File: src/rtl/processinho_pkg.sv
// Shared definitions for the processinho sequencer: opcodes, FSM states,
// instruction field positions and the control-strobe bundle.
package processinho_pkg;

   localparam int OP_MSB  = 7;
   localparam int OP_LSB  = 5;
   localparam int ULA_MSB = 3;
   localparam int ULA_LSB = 0;

   localparam logic [2:0] OP_NOP = 3'b000;
   localparam logic [2:0] OP_LDR = 3'b001;
   localparam logic [2:0] OP_STR = 3'b010;
   localparam logic [2:0] OP_ALU = 3'b011;
   localparam logic [2:0] OP_HLT = 3'b111;

   typedef enum logic [2:0] {
      IDLE    = 3'd0,
      FETCH   = 3'd1,
      DECODE  = 3'd2,
      EXEC    = 3'd3,
      EXEC2   = 3'd4,
      PC_NEXT = 3'd5,
      HALT    = 3'd6
   } state_t;

   typedef struct packed {
      logic rom_enable;
      logic pc_increment;
      logic ram_enable;
      logic ram_we;
      logic gp_read;
      logic gp_write;
      logic grab_ula;
      logic latch_ula;
      logic halted;
      logic illegal;
   } strobes_t;

endpackage

File: src/rtl/control_decode.sv
// Moore output decoder: maps the current state and instruction register onto
// the one-cycle control strobes, ULA operation select and RAM address.
module control_decode
   import processinho_pkg::*;
#(
   parameter int INSTR_WIDTH = 8,
   parameter int ADDR_WIDTH  = 5
) (
   input  state_t                 state,
   input  logic [INSTR_WIDTH-1:0] ir,
   output strobes_t               strb,
   output logic [3:0]             ula_operation,
   output logic [ADDR_WIDTH-1:0]  ram_addr
);

   logic [2:0] op;
   assign op = ir[OP_MSB:OP_LSB];

   always_comb begin
      strb          = '0;
      ula_operation = '0;
      ram_addr      = '0;
      case (state)
         FETCH:   strb.rom_enable = 1'b1;
         EXEC: begin
            case (op)
               OP_NOP, OP_HLT: ;
               OP_LDR: begin
                  strb.ram_enable = 1'b1;
                  ram_addr        = ir[ADDR_WIDTH-1:0];
               end
               OP_STR: begin
                  strb.gp_read    = 1'b1;
                  strb.ram_enable = 1'b1;
                  strb.ram_we     = 1'b1;
                  ram_addr        = ir[ADDR_WIDTH-1:0];
               end
               OP_ALU: begin
                  strb.grab_ula = 1'b1;
                  ula_operation = ir[ULA_MSB:ULA_LSB];
               end
               default: strb.illegal = 1'b1;
            endcase
         end
         EXEC2: begin
            // LDR: RAM drives the bus; ALU: the ULA result does
            if (op == OP_LDR) begin
               strb.gp_write = 1'b1;
            end else if (op == OP_ALU) begin
               strb.latch_ula = 1'b1;
               strb.gp_write  = 1'b1;
               ula_operation  = ir[ULA_MSB:ULA_LSB];
            end
         end
         PC_NEXT: strb.pc_increment = 1'b1;
         HALT:    strb.halted       = 1'b1;
         default: ;
      endcase
   end

endmodule

File: src/rtl/control_unit.sv
// processinho sequencer: owns the PC, fetches and decodes ROM words, and
// steps through instructions under run/step control.
module control_unit
   import processinho_pkg::*;
#(
   parameter int PC_WIDTH    = 3,
   parameter int PROG_LEN    = 7,
   parameter int INSTR_WIDTH = 8,
   parameter int ADDR_WIDTH  = 5
) (
   input  logic                   clock,
   input  logic                   reset,
   input  logic                   run,
   input  logic                   step,
   input  logic [INSTR_WIDTH-1:0] instr_in,
   output logic                   rom_enable,
   output logic [PC_WIDTH-1:0]    pc,
   output logic                   pc_increment,
   output logic                   ram_enable,
   output logic                   ram_we,
   output logic [ADDR_WIDTH-1:0]  ram_addr,
   output logic                   gp_read,
   output logic                   gp_write,
   output logic                   grab_ula,
   output logic                   latch_ula,
   output logic [3:0]             ula_operation,
   output logic                   halted,
   output logic                   illegal
);

   localparam logic [PC_WIDTH-1:0] PC_LAST = PC_WIDTH'(PROG_LEN - 1);

   state_t                 state, state_nxt;
   logic [INSTR_WIDTH-1:0] ir;
   logic                   step_q;
   logic                   step_rise;
   logic [2:0]             op;
   strobes_t               strb;

   assign step_rise = step & ~step_q;
   assign op        = ir[OP_MSB:OP_LSB];

   always_ff @(posedge clock or negedge reset) begin
      if (!reset) begin
         state  <= IDLE;
         pc     <= '0;
         ir     <= '0;
         step_q <= 1'b0;
      end else begin
         state  <= state_nxt;
         step_q <= step;
         if (state == DECODE)
            ir <= instr_in;
         if (state == PC_NEXT)
            pc <= (pc == PC_LAST) ? '0 : pc + 1'b1;
      end
   end

   always_comb begin
      state_nxt = state;
      case (state)
         IDLE:    if (run || step_rise) state_nxt = FETCH;
         FETCH:   state_nxt = DECODE;
         DECODE:  state_nxt = EXEC;
         EXEC: begin
            case (op)
               OP_LDR, OP_ALU: state_nxt = EXEC2;
               OP_HLT:         state_nxt = HALT;
               default:        state_nxt = PC_NEXT;
            endcase
         end
         EXEC2:   state_nxt = PC_NEXT;
         // a step seen outside IDLE is dropped, so stepping returns here
         PC_NEXT: state_nxt = run ? FETCH : IDLE;
         HALT:    state_nxt = HALT;
         default: state_nxt = IDLE;
      endcase
   end

   control_decode #(
      .INSTR_WIDTH (INSTR_WIDTH),
      .ADDR_WIDTH  (ADDR_WIDTH)
   ) u_decode (
      .state         (state),
      .ir            (ir),
      .strb          (strb),
      .ula_operation (ula_operation),
      .ram_addr      (ram_addr)
   );

   assign rom_enable   = strb.rom_enable;
   assign pc_increment = strb.pc_increment;
   assign ram_enable   = strb.ram_enable;
   assign ram_we       = strb.ram_we;
   assign gp_read      = strb.gp_read;
   assign gp_write     = strb.gp_write;
   assign grab_ula     = strb.grab_ula;
   assign latch_ula    = strb.latch_ula;
   assign halted       = strb.halted;
   assign illegal      = strb.illegal;

endmodule

File: config.mk
export PLATFORM = sky130hd
export DESIGN_NAME = control_unit
export DESIGN_NICKNAME = d
export VERILOG_FILES = /design/src/rtl/processinho_pkg.sv /design/src/rtl/control_decode.sv /design/src/rtl/control_unit.sv
export SDC_FILE = /design/constraint.sdc
export NUM_CORES = 1
export LEC_CHECK = 0
export CAP_MARGIN = 20
export CORE_ASPECT_RATIO = 0.8
export CORE_UTILIZATION = 37
export DETAILED_ROUTE_END_ITERATION = 7
export PLACE_DENSITY = 0.74
export SETUP_SLACK_MARGIN = 0.2
export SYNTH_ARGS = -nofsm -noshare
export SYNTH_HDL_FRONTEND = slang
export SYNTH_SLANG_ARGS = --single-unit
File: constraint.sdc
create_clock -name clock -period 1.45 [get_ports clock]
set_clock_uncertainty 0.2 [all_clocks]
set_input_delay 0.145 -clock clock [delete_from_list [all_inputs] [get_ports clock]]
set_output_delay 0.145 -clock clock [all_outputs]
set_load 0.1 [all_outputs]
==> flow_summary_export.csv, run 1 <==
group,metric,value,unit
grt,antenna_found_initial,0,
status,error,"[ERROR DPL-0033] detailed placement checks failed during check placement.",
placement,place_area,1570,µm²
clocking,htree_levels,1,
clocking,cts_root_buf,"clkbuf_4",
floorplan,die_w,53.6,µm
floorplan,initial_core_util,0.405,
status,status,"stopped before the end",
synth,synth_common_cells,"15 x dfrtp_1, 9 x and2_1, 9 x mux2_2",
synth,synth-edff-count,0,
placement,numPortBuffers,33,
timing,grt_worst_setup_endpoint,"ula_operation[1]",
placement,gp_congestion,0.791,
synth,synth_area_leader_cell,"dfrtp_1",
synth,yosys_warnings,0,
grt,grt_max_degree,16,
timing,worst-ep-kind,"primary output",
placement,place_ws,-394,ps
synth,ys_async_sr_fraction,1.00,
placement,place_hpwl,1.79,mm
synth,synthTopCellsByArea,"dfrtp_1 48%, mux2_2 13%, and2_1 7.1%",
synth,yosys.cell_count.top_type,"dfrtp_1",
synth,avgSynthCellArea,10.8,µm²
synth,synth_cell_type_count,28,
synth,netlist.area_leader.share,0.476,
floorplan,num_io_pins,34,
synth,ys_ff_latch,15,
synth,synth_seq_area_share,0.476,
placement,dp_cells,144,
synth,syn_area,788,µm²
synth,syn-num-nets,85,
floorplan,die_y,43.3,µm
synth,synth-main-ff-cell,"dfrtp_1",
clocking,cts.sinks,15,
clocking,cts_buffers,3,
status,failed_stage,"global routing",
clocking,cts_buffer_depth,2,
floorplan,rows,14,
synth,synth_cells,73,
[stage by stage]
stage | utilization | hold WS (ps)
after floorplan | - | -351
after global placement | 0.810 | 274
after detailed placement | 0.810 | 293
after CTS | 0.917 | 110
[logic make-up after synthesis]
logic type,after synthesis,share of synthesized area
AOI/OAI and AO/OA,9,0.0857
xor gates and xnor gates,1,0.0111
buffers and inverters,6,0.0476
DFF,15,0.476
muxes,10,0.141
and+or+nand+nor,32,0.238
[repair_timing]
item | 4_1_cts
pin swaps | 11
gates resized for setup | 21
hold endpoints to repair | 15
setup buffers | 9
endpoints found under the setup margin | 36
hold buffers | 1
==> run 2: changes to the inputs <==
Settings changed: CORE_AREA from default to 2 2 63 65, CORE_ASPECT_RATIO 0.8 to default, CORE_UTILIZATION 37 to default, DIE_AREA from default to 0 0 65 67, PLACE_DENSITY 0.74 to default, PLACE_DENSITY_LB_ADDON from default to 0.15, SETUP_SLACK_MARGIN 0.2 to default.
Clock period 1.45 ns to 1.89 ns, I/O delays scaled along.
==> run 2 against run 1 <==
Compared with the run above: the flow now finishes, with violations (setup timing); synthesized cell count unchanged; synthesized area unchanged.
==> flow_summary_export.csv, run 2 <==
group,metric,value,unit
synth,syn-num-nets,85,
clocking,clkTransAtPathRegs,60,ps
cells_and_area,regMostFlops,"ir",
clocking,cts_buffers,3,
timing,finalCriticalPeriod,2070,ps
critical_path,critPathRequiredTime,1500,ps
grt,grt_pass1_vias,768,
clocking,htree_levels,1,
clocking,cts_tree,"done",
synth,yosys.cell_count.top_type,"dfrtp_1",
synth,synth_seq_area_share,0.476,
route,topRoutingLayerUsed,"met4",
run,maxCapViolations,0,
critical_path,rr_worst_depth,5,
floorplan,initial_core_util,0.219,
synth,synth_area_leader_cell,"dfrtp_1",
cells_and_area,layout-drive-gt1-share,0.592,
clocking,clk_latency,240,ps
synth,synth_cells,73,
status,status,"finished with violations",
critical_path,worstSetupPathType,"flip-flop to primary output",
route,drc,0,
power,pwr-share-clk,0.089,
synth,avgSynthCellArea,10.8,µm²
power,combPwrFrac,0.680,
synth,ys_async_sr_fraction,1.00,
placement,numPortBuffers,33,
power,p_sw,1430,µW
synth,synth_common_cells,"15 x dfrtp_1, 9 x and2_1, 9 x mux2_2",
cells_and_area,areaGrowthSynthToFinish,107,%
power,sw_frac_of_total,0.501,
route,drtIter0Drc,30,
status,violations,"setup timing",
clocking,cts_buffer_depth,2,
synth,synth-main-ff-cell,"dfrtp_1",
critical_path,r2r_start,"state[0]",
floorplan,core,3610,µm²
timing,rsz0062_at_grt,"true",
timing,finalSetupViolCount,14,
critical_path,crit_buf_inv,1,
route,route.met3.wl,80,µm
synth,synthTopCellsByArea,"dfrtp_1 48%, mux2_2 13%, and2_1 7.1%",
timing,timing.final.hold_violations,0,
synth,synth-edff-count,0,
synth,yosys_warnings,0,
power,leakagePower,0.000672,µW
grt,track_usage,0.113,
grt,grt_max_degree,16,
critical_path,path_cells,"or3b_4, a211oi_4, and2_4, buf_12",
cells_and_area,final_common_cell,"buf_12",
timing,min_period_over_period,1.10,
power,power.internal,1430,µW
critical_path,crit_slowest_cell,"or3b_4",
critical_path,worstSetupPathDepth,4,
floorplan,rows,22,
cells_and_area,nets,133,
cells_and_area,diodes,0,
power,seqPwrFrac,0.231,
route,wl_met1,830,µm
route,via_per_inst,4.17,
cells_and_area,layout_common_cells,"22 x buf_12, 14 x dfrtp_1, 11 x clkdlybuf4s50_1, 11 x buf_4",
critical_path,path_max_fanout,4,
synth,netlist.area_leader.share,0.476,
synth,synth_cell_type_count,28,
synth,syn_area,788,µm²
critical_path,crit_family,"simple AND/OR/NAND/NOR gates",
floorplan,num_io_pins,34,
floorplan,die_w,65,µm
timing,slew_viol_final,0,
cells_and_area,finish.utilization,0.453,
critical_path,rrSetupSlack,230,ps
power,p_total,2860,µW
critical_path,cp-end-kind,"primary output",
timing,slew_headroom,0.781,
critical_path,cp.arrival,1680,ps
timing,worst_slack,-182,ps
timing,fmax,483,MHz
route,vias,701,
clocking,cts_root_buf,"clkbuf_8",
min_path,hold_class,"primary input to async pin",
timing,tightest_slew,324,ps
synth,ys_ff_latch,15,
cells_and_area,reg_top3,"ir x8, pc x3, state x3",
placement,place_hpwl,1.66,mm
grt,overflow,0,
route,dr.pass1.iters,4,
timing,tns,-1790,ps
critical_path,r2r-end,"ir[2]",
route,routed-wl-met2,1.19,mm
critical_path,cp-start-kind,"flip-flop",
floorplan,dieArea,4360,µm²
cells_and_area,largest_reg_flops,8,
grt,grt_pass1_wl,3.67,mm
route,ant_nets,0,
power,peakVddDrop,0.000527,V
placement,place_ws,-28.0,ps
floorplan,die_y,67,µm
power,powerDensity,1750,nW/µm²
clocking,postCtsHoldBufs,0,
timing,timing.hold.ws,70.8,ps
critical_path,cp_slowest_stage_delay,420,ps
grt,antenna_found_initial,0,
route,totalWireLength,2.13,mm
route,post_drt_wl_per_cell,12.7,µm
clocking,cts.sinks,15,
placement,gp_congestion,0.704,
[run 2: worst max path at each step]
stage / start / endpoint / slack (ps)
global route: state[1] / ula_operation[0] / -280
finish: state[2] / ula_operation[1] / -180
global placement: state[1] / ula_operation[0] / -10
CTS: state[1] / ula_operation[1] / -210
floorplan: state[2] / ram_we / -770
detailed placement: state[1] / ula_operation[3] / -30
[run 2: timing repair]
action	CTS	global route
gates resized for setup	6	3
pin swaps	6	1
setup endpoints to repair	16	16
buffers inserted	2	1
[run 2: through the flow]
| stage | cells | cell area, µm² |
|---|---|---|
| after floorplan | 73 | 875 |
| after global placement | 161 | 1530 |
| after detailed placement | 161 | 1530 |
| after CTS | 167 | 1620 |
| after global routing | 168 | 1630 |
| final | 168 | 1630 |
[run 2: layout make-up]
type	instances	area, µm²
clock buffers	4	45.0
inverters	2	7.51
flip-flops and latches	15	377
fillers	333	1970
multi-input cells	52	478
well taps	48	60.1
repair buffers	47	667
[run 2: cells by family after synthesis]
family / synth area share
muxes: 0.141
buffers and inverters: 0.0476
and+or+nand+nor: 0.238
DFF: 0.476
xor gates and xnor gates: 0.0111
AOI/OAI and AO/OA: 0.0857
[run 2: routing by layer]
layer | track usage | vias to the layer above
li1 | - | 347
met1 | 0.122 | 340
met2 | 0.204 | 12
met3 | 0.0270 | 2
met4 | 0.0585 | 0
met5 | 0 | -
[run 2: power by group through the flow]
stage | sequential (µW) | clock [µW] | combinational (µW)
final | 662 | 254 | 1950
after global routing | 690 | 288 | 2040
after detailed placement | 654 | 0 | 1860
after CTS | 659 | 274 | 1920
after floorplan | 818 | 0 | 1040
after global placement | 647 | 0 | 1850
[run 2: worst reg2reg max path, stage by stage, from the launching register on]
cell and delay, ps:
dfrtp_1 390, buf_6 120, buf_4 150, nor3_2 140
buf_4 200, mux2_2 350
(Power assumes the default switching activity.)
